===== config.mk =====
export PLATFORM = sky130hd
export DESIGN_NAME = nvram_upload_server
export DESIGN_NICKNAME = d
export VERILOG_FILES = /design/src/rtl/nvram_upload_server.sv
export SDC_FILE = /design/constraint.sdc
export NUM_CORES = 1
export LEC_CHECK = 0
export BUFFER_PORTS_ARGS = -buffer_cell sky130_fd_sc_hd__buf_2
export CAP_MARGIN = 40
export CELL_PAD_IN_SITES_DETAIL_PLACEMENT = 0
export CELL_PAD_IN_SITES_GLOBAL_PLACEMENT = 1
export CORE_ASPECT_RATIO = 0.7
export CORE_UTILIZATION = 36
export DETAILED_ROUTE_END_ITERATION = 7
export PLACE_DENSITY = 0.79
export SYNTH_ARGS = -nofsm -noshare
export SYNTH_HDL_FRONTEND = slang
export SYNTH_SLANG_ARGS = --single-unit

===== constraint.sdc =====
create_clock -name clk_sys -period 2 [get_ports clk_sys]
set_input_delay 0.3 -clock clk_sys [delete_from_list [all_inputs] [get_ports clk_sys]]
set_output_delay 0.3 -clock clk_sys [all_outputs]
set_load 0.01 [all_outputs]

===== src/rtl/nvram_upload_server.sv =====
// Upload-side ioctl server: pauses the CPU, waits for the pause to settle, then
// answers each HPS byte read from a core RAM through a read-intent port.
module nvram_upload_server #(
  parameter int         ADDR_W       = 10,
  parameter int         RAM_LATENCY  = 1,
  parameter logic [7:0] UPLOAD_INDEX = 8'd4,
  parameter int         PAUSE_SETTLE = 4
) (
  input  logic              clk_sys,
  input  logic              reset,
  input  logic              save_trigger,
  input  logic              ioctl_upload,
  input  logic [7:0]        ioctl_index,
  input  logic              ioctl_rd,
  input  logic [24:0]       ioctl_addr,
  input  logic [ADDR_W:0]   image_len,
  input  logic              paused,
  input  logic [7:0]        ram_data,
  output logic [7:0]        ioctl_din,
  output logic              ioctl_wait,
  output logic              ioctl_upload_req,
  output logic              pause_req,
  output logic [ADDR_W-1:0] ram_addr,
  output logic              ram_intent_read,
  output logic              busy
);

  // Handshake: ioctl_rd is a one-cycle strobe accepted only in ACTIVE while
  // ioctl_wait is low; the byte is on ioctl_din the cycle ioctl_wait is low again.
  localparam logic [2:0] S_IDLE   = 3'd0;
  localparam logic [2:0] S_REQ    = 3'd1;
  localparam logic [2:0] S_SETTLE = 3'd2;
  localparam logic [2:0] S_ACTIVE = 3'd3;
  localparam logic [2:0] S_FETCH  = 3'd4;

  localparam int                  SETTLE_W    = $clog2(PAUSE_SETTLE + 1);
  localparam logic [SETTLE_W-1:0] SETTLE_LAST = SETTLE_W'(PAUSE_SETTLE - 1);
  localparam logic [2:0]          LAT_LAST    = 3'(RAM_LATENCY);

  logic [2:0]          state;
  logic [SETTLE_W-1:0] settle_cnt;
  logic [2:0]          lat_cnt;
  logic [ADDR_W:0]     len_q;
  logic                pend;
  logic [24:0]         pend_addr;
  logic                session_start;
  logic                rd_in_range;
  logic                pend_in_range;

  assign session_start = ioctl_upload && (ioctl_index == UPLOAD_INDEX);
  // Full 25-bit compare so high addresses never alias into the RAM.
  assign rd_in_range   = ioctl_addr < 25'(len_q);
  assign pend_in_range = pend_addr < 25'(len_q);
  assign busy          = (state != S_IDLE);

  always_ff @(posedge clk_sys) begin
    if (reset) begin
      state            <= S_IDLE;
      settle_cnt       <= '0;
      lat_cnt          <= '0;
      len_q            <= '0;
      pend             <= 1'b0;
      pend_addr        <= '0;
      ioctl_din        <= 8'h00;
      ioctl_wait       <= 1'b0;
      ioctl_upload_req <= 1'b0;
      pause_req        <= 1'b0;
      ram_addr         <= '0;
      ram_intent_read  <= 1'b0;
    end else begin
      ioctl_upload_req <= 1'b0;
      case (state)
        S_IDLE: begin
          if (session_start) begin
            state      <= S_SETTLE;
            len_q      <= image_len;
            pause_req  <= 1'b1;
            ioctl_wait <= 1'b1;
            settle_cnt <= '0;
            pend       <= 1'b0;
          end else if (save_trigger) begin
            state            <= S_REQ;
            ioctl_upload_req <= 1'b1;
          end
        end
        S_REQ: state <= S_IDLE;
        default: begin
          if (!ioctl_upload) begin
            // Session ended by the HPS: release everything, keep the last byte.
            state           <= S_IDLE;
            pause_req       <= 1'b0;
            ioctl_wait      <= 1'b0;
            ram_intent_read <= 1'b0;
            pend            <= 1'b0;
            settle_cnt      <= '0;
            lat_cnt         <= '0;
          end else begin
            case (state)
              S_SETTLE: begin
                if (!paused) begin
                  settle_cnt <= '0;
                end else if (settle_cnt != SETTLE_LAST) begin
                  settle_cnt <= settle_cnt + SETTLE_W'(1);
                end else begin
                  settle_cnt <= '0;
                  pend       <= 1'b0;
                  if (pend && pend_in_range) begin
                    // A read arrived while unpaused; replay it now.
                    state           <= S_FETCH;
                    ram_addr        <= pend_addr[ADDR_W-1:0];
                    ram_intent_read <= 1'b1;
                    lat_cnt         <= '0;
                  end else begin
                    state      <= S_ACTIVE;
                    ioctl_wait <= 1'b0;
                    if (pend) ioctl_din <= 8'hFF;
                  end
                end
              end
              S_ACTIVE: begin
                if (ioctl_rd) begin
                  if (!paused) begin
                    state      <= S_SETTLE;
                    ioctl_wait <= 1'b1;
                    settle_cnt <= '0;
                    pend       <= 1'b1;
                    pend_addr  <= ioctl_addr;
                  end else if (rd_in_range) begin
                    state           <= S_FETCH;
                    ram_addr        <= ioctl_addr[ADDR_W-1:0];
                    ram_intent_read <= 1'b1;
                    ioctl_wait      <= 1'b1;
                    lat_cnt         <= '0;
                  end else begin
                    ioctl_din <= 8'hFF;
                  end
                end
              end
              S_FETCH: begin
                if (lat_cnt == LAT_LAST) begin
                  state           <= S_ACTIVE;
                  ioctl_din       <= ram_data;
                  ioctl_wait      <= 1'b0;
                  ram_intent_read <= 1'b0;
                end else begin
                  lat_cnt <= lat_cnt + 3'd1;
                end
              end
              default: state <= S_IDLE;
            endcase
          end
        end
      endcase
    end
  end

endmodule


==> results.md, run 1 <==
* RR Endpoint: lat_cnt[1]
* Fin. max-slew vios at 0
* FF-to-FF setup slack at -220 ps
* Peak supply drop at 466 µV
* Vias in the first global route at 3,718
* CTS tree: done
* CTS clk-pin slew, worst paths at 60 ps
* Clk_lat worst skew at 340 ps
* Hold Path End: len_q[1]
* Vias per std cell at 5.19
* Synth warn at 0
* Register area share after synthesis at 0.368
* Synthesis-to-finish area growth at 48.1%
* Max Cap Violations at 0
* Mapped Nets at 547
* Syn Area/Cell at 7.94 µm²
* Antenna violations before repair at 0
* Max_slew headroom at 0.570
* Largest net degree at the start of global routing at 59
* Failing checks: setup timing
* DRC errors left at 0
* Top FF cell, synth: dfxtp_1
* Cell count after synthesis at 466
* Cts bufs inserted at 9
* Layout cells sized above 1 at 0.422
* Total GRT Usage at 0.219
* Die Span Y at 86.8 µm
* Count of input and output buffers at 80
* ANT nets after route at 0
* Share of synthesized registers carrying an async set or reset at 0
* Max Root-Sink Buffers at 2
* Commonest non-fill, non-tap cells in the layout: nand2_1 (95), buf_4 (81), buf_2 (80), dfxtp_1 (60), a21oi_1 (48)
* Number of synthesized flops with an enable pin at 0
* Clk sink count at 68
* Global route total overflow at 0
* P_leak at 2.26 nW
* Die width at 123 µm
* Initial Utilization at 0.376
* GPL Wtd Cong at 0.914
* Hold Startpoint: image_len[1]
* Pwr/cell area at 875 nW/µm²
* Vias at 3,933
* Drt pass-1 iters at 4
* Crit path kind: reg2reg
* Crit Path Max Fanout at 2
* Reg-to-reg startpoint: len_q[2]
* Area of the mapped netlist at 3700 µm²
* First-pass GRT wire length at 17,900 µm
* Number of synthesized register bits at 68
* I/O pin count at 81
* Die ar. at 10,700 µm²
* Clock root cell: clkbuf_16
* Final hold vios at 0
* Worst Max-Slew Pin Slew at 645 ps
* Fin util at 0.558
* Final worst slack at -220 ps
* Status: finished with violations
* Count of different cell masters after synthesis at 62
* Final worst-path cycle share at 1.11
* Core Region at 9830 µm²
* # rows at 30
* Iter 0 DRT Violations at 209
* Min Tclk post-route at 2220 ps
* Worst Path Arrival at 2490 ps
* ANT cells at 0
* Placed Instances at 736
* Final #Nets at 706
* Fin cells at 758
* Hold buffers post-CTS at 0
* WHS Path Cells at 3
* F_max at 0.451 GHz
* R2R cell count at 9
* Final setup vio count at 25
* Unrepaired setup endpoints after global routing: yes
* CP required at 2270 ps
* Most common cell after layout, fill and taps aside: nand2_1
* H-tree Lvls at 3
* Worst Skew at 6.88 ps
* Worst Hold Class: in2reg
* DR WL/cell at 14.9 µm
* Critical path endpoint category: flop
* Worst setup SP type: flop
* Fill cell count at 929
* DP Wirelength at 8020 µm
* Routed wire length at 11,300 µm
area by class of cell:
class                      count  area (µm²)  share of cell area
multi-input combinational    355        2420               0.442
sequential                    68        1370               0.250
timing repair buffer         169        1130               0.206
clock buffer                  11         253              0.0461
tap                          128         160              0.0292
inverter                      22        85.1              0.0155
clock inverter                 5        60.1              0.0110
cells by family after synthesis:
logic type                 after synthesis  share of synthesized area
AOI/OAI and AO/OA                      127                      0.219
buffers and inverters                   43                     0.0588
and+or+nand+nor                        195                      0.249
muxes                                   10                     0.0270
adders and majority gates               23                     0.0777
DFF                                     68                      0.368
cell usage after synthesis, drive strengths merged, types with 10 or more instances:
master,count,area share
mux2i,10,0.027
ha,23,0.078
buf,10,0.020
nor2,43,0.046
a211oi,12,0.024
inv,22,0.022
dfxtp,68,0.37
a21oi,56,0.076
clkbuf,11,0.017
nand2,97,0.098
nor3,14,0.020
o21ai,31,0.045
flip-flops by register name, summed over array words and instances (netlist names):
signal            cells
ioctl_upload_req      1
ram_intent_read       1
lat_cnt               3
pause_req             1
ioctl_din             8
len_q                11
settle_cnt            3
pend                  1
pend_addr            25
state                 3
ioctl_wait            1
ram_addr             10
worst max-delay path, stage by stage, from the launching register on:
cell	delay [ps]
dfxtp_2	330
inv_2	60
ha_4	230
a21o_1	140
a311o_1	340
nand3_2	100
a211o_1	150
o2111ai_2	150
or4_1	490
a21oi_1	140
timing repair:
action	4_1_cts	5_1_grt
gates cloned	0	3
setup endpoints to repair	51	53
gates resized for setup	41	30
setup buffers	0	3
pin swaps	24	15
through the flow:
step	power [mW]	setup TNS, ps	area, µm²	worst slack [ps]	hold slack, ps
after floorplan	2.30	-272	3740	-130	426
after global placement	2.98	-5440	4810	-289	444
after detailed placement	3.00	-7160	4810	-327	451
after CTS	4.72	-2000	5300	-188	180
after global routing	5.08	-5250	5480	-327	182
final	4.80	-2110	5480	-220	189
where the power goes:
group	internal, mW	total, mW	switching, mW
Combinational	0.814	1.63	0.811
Clock	1.03	1.65	0.615
Sequential	1.44	1.53	0.0899
how the worst max path moves through the flow:
stage               slack, ps          start              end  cells past startpoint
finish                   -220       len_q[2]       lat_cnt[1]                      9
global route             -330       len_q[8]  ram_intent_read                     10
CTS                      -190       len_q[2]       lat_cnt[1]                      9
detailed placement       -330  ioctl_addr[8]       ioctl_wait                      9
global placement         -290  ioctl_addr[8]       ioctl_wait                      9
floorplan                -130       len_q[2]       lat_cnt[1]                      9
layer usage:
| metal | global-route usage | share of wire | vias to the layer above |
|---|---|---|---|
| met5 | 0 | 0 | - |
| met4 | 0.0734 | 0.011 | 0 |
| met3 | 0.0612 | 0.067 | 12 |
| met2 | 0.316 | 0.43 | 118 |
| met1 | 0.309 | 0.49 | 1846 |
| li1 | - | - | 1957 |
(Power assumes the default switching activity.)
==> run 2: changes to the inputs <==
--- a/config.mk
+++ b/config.mk
@@ -13,6 +13,7 @@
 export CORE_UTILIZATION = 36
 export DETAILED_ROUTE_END_ITERATION = 7
 export PLACE_DENSITY = 0.79
+export REMOVE_ABC_BUFFERS = 1
 export SYNTH_ARGS = -nofsm -noshare
 export SYNTH_HDL_FRONTEND = slang
 export SYNTH_SLANG_ARGS = --single-unit
==> run 2 against run 1 <==
The run still ends with setup timing left. Non-clock buffer count is 6 lower. Routed wire length is 4.4% higher. Sequential power hardly changed. Final cell count is 0.79% lower. Global-route usage is 0.42 points higher. Flip-flop and latch count stayed put. Sequential share of layout area is 1.3 points lower.
==> results.md, run 2 (synthesis results as in run 1) <==
* First-pass GRT wire length at 18,000 µm
* Most common cell after layout, fill and taps aside: nand2_1
* Hold buffers post-CTS at 0
* Die width at 123 µm
* Unrepaired setup endpoints after global routing: yes
* Die Span Y at 86.8 µm
* Clk sink count at 68
* CP cell instances: inv_2, buf_6, ha_4, nand2_1, nand2_2, o31ai_2, a21o_2, o2111ai_2, or4_1, a21oi_1
* DP Wirelength at 8140 µm
* Iter 0 DRT Violations at 231
* Count of input and output buffers at 80
* Largest net degree at the start of global routing at 30
* CTS clk-pin slew, worst paths at 60 ps
* Commonest non-fill, non-tap cells in the layout: nand2_1 (94), buf_2 (80), buf_4 (66), dfxtp_1 (58), a21oi_1 (47)
* H-tree Lvls at 3
* Reg with most FFs: pend_addr
* Vias at 3,906
* CP peak stage delay at 490 ps
* GPL Wtd Cong at 0.899
* Design area at 5790 µm²
* Antenna violations before repair at 0
* Setup WS pre-CTS at -469 ps
* Max Root-Sink Buffers at 2
* Synthesis-to-finish area growth at 56.5%
* Worst Hold Class: in2reg
* Peak supply drop at 451 µV
* Worst setup SP type: flop
* Final worst-path cycle share at 1.11
* Crit path kind: reg2reg
* # rows at 30
* Vias in the first global route at 3,602
* Highest-delay cell along the critical path: or4_1
* Worst Skew at 5.31 ps
* Worst Max-Slew Pin Slew at 541 ps
* Pwr/cell area at 832 nW/µm²
* Global route total overflow at 0
* Drt pass-1 iters at 4
* Multi-input logic area at 2720 µm²
* Vias per std cell at 5.19
* Min Tclk post-route at 2210 ps
* Routed wire length at 11,800 µm
* ANT cells at 0
* Critical path endpoint category: flop
* Initial Utilization at 0.376
* Die ar. at 10,700 µm²
* Max_slew headroom at 0.636
* Core Region at 9830 µm²
* CTS tree: done
* Status: finished with violations
* Max Cap Violations at 0
* Clock root cell: clkbuf_16
* Max reg flops at 25
* DRC errors left at 0
* Clk_lat worst skew at 340 ps
* P_leak at 2.30 nW
* Failing checks: setup timing
* DR WL/cell at 15.7 µm
* DP Area at 4700 µm²
* Worst Path Arrival at 2490 ps
* Cts bufs inserted at 9
* Register area at 1370 µm²
* Fin. max-slew vios at 0
* ANT nets after route at 0
* I/O pin count at 81
* Layout cells sized above 1 at 0.473
* Final worst slack at -210 ps
* Largest regs: pend_addr: 25 flops, len_q: 11 flops, ram_addr: 10 flops
* Final hold vios at 0
* Total GRT Usage at 0.223
* F_max at 0.452 GHz
* Crit Path Max Fanout at 3
* Final setup vio count at 26
* CP required at 2280 ps
* Fill cell count at 901
* Final #Nets at 700
[run 2: cell count changes in the layout (fill, tap and decap cells not counted), moves of 4 or more]
cell      delta
buf_4       -15
nor2_1      -13
nor2_4      +13
a211oi_1     -6
a211oi_2     +6
buf_6        +5
ha_1         -4
[run 2: final cells by class]
type / count / area share
tap: 128 / 0.0276
clock buffer: 10 / 0.0412
sequential: 68 / 0.237
inverter: 22 / 0.0147
clock inverter: 6 / 0.0110
multi-input combinational: 355 / 0.470
timing repair buffer: 163 / 0.198
[run 2: path summary, 6_finish.rpt]
kind	from	end	slack, ps	cells after the start
worst max-delay path	len_q[10]	lat_cnt[1]	-210	10
worst min-delay path	image_len[8]	len_q[8]	190	3
worst max register to register	len_q[10]	lat_cnt[1]	-210	10
worst min register to register	len_q[5]	len_q[5]	460	2
[run 2: metrics by stage]
| stage | power (mW) | utilization | TNS (ps) | std cells | hold WS (ps) |
|---|---|---|---|---|---|
| 2_1_floorplan | 2.20 | - | -10720 | 445 | 369 |
| 3_3_place_gp | 2.87 | 0.478 | -7800 | 725 | 443 |
| 3_5_place_dp | 2.88 | 0.478 | -9370 | 725 | 449 |
| 4_1_cts | 4.66 | 0.544 | -3680 | 747 | 188 |
| 5_1_grt | 5.07 | 0.589 | -4820 | 752 | 195 |
| 6_report | 4.82 | 0.589 | -2720 | 752 | 187 |
[run 2: worst max-delay path, delay by kind of cell, from the launching register on]
family | cells | cell delay, ps
AOI/OAI and AO/OA | 4 | 720
and+or+nand+nor | 3 | 680
DFF | 1 | 330
buffers and inverters | 2 | 160
adders and majority gates | 1 | 240
[run 2: metal layers]
layer  global-route usage  share of wire
met1                0.309           0.49
met2                0.336           0.45
met3               0.0539          0.051
met4               0.0745          0.014
met5                    0              0
[run 2: timing repair]
item	CTS	global route
pin swaps	23	42
gates cloned	2	1
resized for setup	69	83
endpoints found under the setup margin	26	54
setup buffers	5	5
[run 2: report_power, final]
part           leakage, nW  internal [mW]  switching [mW]  total (mW)
Clock                0.144          0.995           0.618        1.61
Combinational         1.60          0.820           0.838        1.66
Sequential           0.553           1.44           0.115        1.55
Total                 2.30           3.25            1.57        4.82
==> run 3: changes to the inputs <==
--- a/config.mk
+++ b/config.mk
@@ -5,13 +5,13 @@
 export SDC_FILE = /design/constraint.sdc
 export NUM_CORES = 1
 export LEC_CHECK = 0
-export BUFFER_PORTS_ARGS = -buffer_cell sky130_fd_sc_hd__buf_2
 export CAP_MARGIN = 40
 export CELL_PAD_IN_SITES_DETAIL_PLACEMENT = 0
 export CELL_PAD_IN_SITES_GLOBAL_PLACEMENT = 1
 export CORE_ASPECT_RATIO = 0.7
-export CORE_UTILIZATION = 36
+export CORE_UTILIZATION = 42
 export DETAILED_ROUTE_END_ITERATION = 7
+export DONT_BUFFER_PORTS = 1
 export PLACE_DENSITY = 0.79
 export REMOVE_ABC_BUFFERS = 1
 export SYNTH_ARGS = -nofsm -noshare
==> run 3 against run 2 <==
The flow still finishes with violations (setup timing). Total power fell by 4.6%. Final cell count fell by 15%. Clock-buffer cell count did not move. Cell area fell by 13%. Via count fell by 9.3%. Routed wire length fell by 10%. Sequential power barely moved. Critical path depth did not move. Non-clock buffer count fell by 103. First-iteration DRC count fell by 16%. Largest power group is now clock.
==> results.md, run 3 (synthesis results as in run 1) <==
* Vias in the first global route at 3,271
* Total GRT Usage at 0.233
* CTS tree: done
* Critical path endpoint category: flop
* Worst setup SP type: flop
* Antenna violations before repair at 0
* DR WL/cell at 16.5 µm
* Setup WS pre-CTS at -349 ps
* Global route total overflow at 0
* Crit path kind: reg2reg
* Largest net degree at the start of global routing at 60
* Max Root-Sink Buffers at 2
* Initial Utilization at 0.435
* Largest regs: pend_addr: 25 flops, len_q: 11 flops, ram_addr: 10 flops
* Worst Path Arrival at 2480 ps
* Count of input and output buffers at 0
* ANT nets after route at 0
* Max reg flops at 25
* Worst Hold Class: in2reg
* Failing checks: setup timing
* CP delay by family, top: compound AO/OA/AOI/OAI gates
* CTS clk-pin slew, worst paths at 50 ps
* Post-Route Setup TNS at -1850 ps
* Setup crit start: len_q[2]
* Worst Skew at 7.08 ps
* CP required at 2270 ps
* Die width at 114 µm
* Reg-to-reg startpoint: len_q[2]
* Vias at 3,543
* DRC errors left at 0
* Drt pass-1 iters at 4
* Worst path bufs/invs at 2
* Final #Nets at 597
* Pwr/cell area at 915 nW/µm²
* GPL Wtd Cong at 0.886
* Cts bufs inserted at 9
* Final setup vio count at 17
* I/O pin count at 81
* # rows at 28
* Max Cap Violations at 0
* Placed Instances at 614
* First-pass GRT wire length at 16,200 µm
* Status: finished with violations
* Worst Max-Slew Pin Slew at 468 ps
* Fin. max-slew vios at 0
* F_max at 0.451 GHz
* DP Wirelength at 7310 µm
* Commonest non-fill, non-tap cells in the layout: nand2_1 (95), dfxtp_1 (59), buf_4 (49), a21oi_1 (46), nor2_1 (32)
* ANT cells at 0
* Vias per std cell at 5.54
* Fin cells at 640
* Max_slew headroom at 0.688
* Min Tclk post-route at 2220 ps
* Die Span Y at 80.6 µm
* Routed wire length at 10,600 µm
* Die ar. at 9200 µm²
* Final worst-path cycle share at 1.11
* Layout cells sized above 1 at 0.346
* Synthesis-to-finish area growth at 35.8%
* Final worst slack at -215 ps
* Peak supply drop at 519 µV
* Clock root cell: clkbuf_16
* Final hold vios at 0
* CP cell instances: inv_2, ha_2, or3_4, o2111ai_2, o21ai_2, o21ai_4, o2111ai_4, buf_6, or3_1, a21oi_1
* Unrepaired setup endpoints after global routing: yes
* Clk_lat worst skew at 340 ps
* Most common cell after layout, fill and taps aside: nand2_1
* Reg with most FFs: pend_addr
* Highest-delay cell along the critical path: or3_4
* Core Region at 8510 µm²
* Hold buffers post-CTS at 0
* CP peak stage delay at 350 ps
* Iter 0 DRT Violations at 195
* Hold Startpoint: reset
* P_leak at 1.78 nW
* Crit Path Max Fanout at 4
* Clk sink count at 68
* H-tree Lvls at 3
-- run 3: path summary, 6_finish.rpt --
check	to	slack [ps]	depth (start not counted)
max	ram_intent_read	-220	10
min	len_q[5]	30	1
max reg2reg	ram_intent_read	-220	10
min reg2reg	pend_addr[11]	450	2
-- run 3: power by group --
part | switching [mW] | leakage, nW | internal [mW]
combinational | 0.709 | 1.08 | 0.668
clock | 0.575 | 0.148 | 1.08
sequential | 0.132 | 0.553 | 1.44
total | 1.42 | 1.78 | 3.19
-- run 3: what timing repair did --
item	4_1_cts	5_1_grt
pin swaps	36	37
resized for setup	59	61
endpoints found under the setup margin	26	53
buffers inserted	9	3
cloned	2	0
-- run 3: layer usage --
layer	part of all wire	wire, µm	global-route usage
met1	0.46	4850	0.313
met2	0.44	4680	0.350
met3	0.081	856	0.0709
met4	0.018	191	0.0818
met5	0	0	0
-- run 3: stage by stage --
stage	hold WS (ps)	power [mW]	utilization	instance area, µm²
after global routing	19.3	4.81	0.591	5030
after detailed placement	378	2.69	0.483	4120
after CTS	23.3	4.41	0.554	4710
after global placement	375	2.67	0.483	4120
after floorplan	369	2.20	-	3570
final	30.5	4.60	0.591	5030
-- run 3: layout make-up --
cell class                 instances  area, µm²
clock inverter                     5       77.6
clock buffer                      10        229
fill                             748       3490
tap                              120        150
sequential                        68       1370
multi-input combinational        355       2610
timing repair buffer              60        509
inverter                          22       82.6
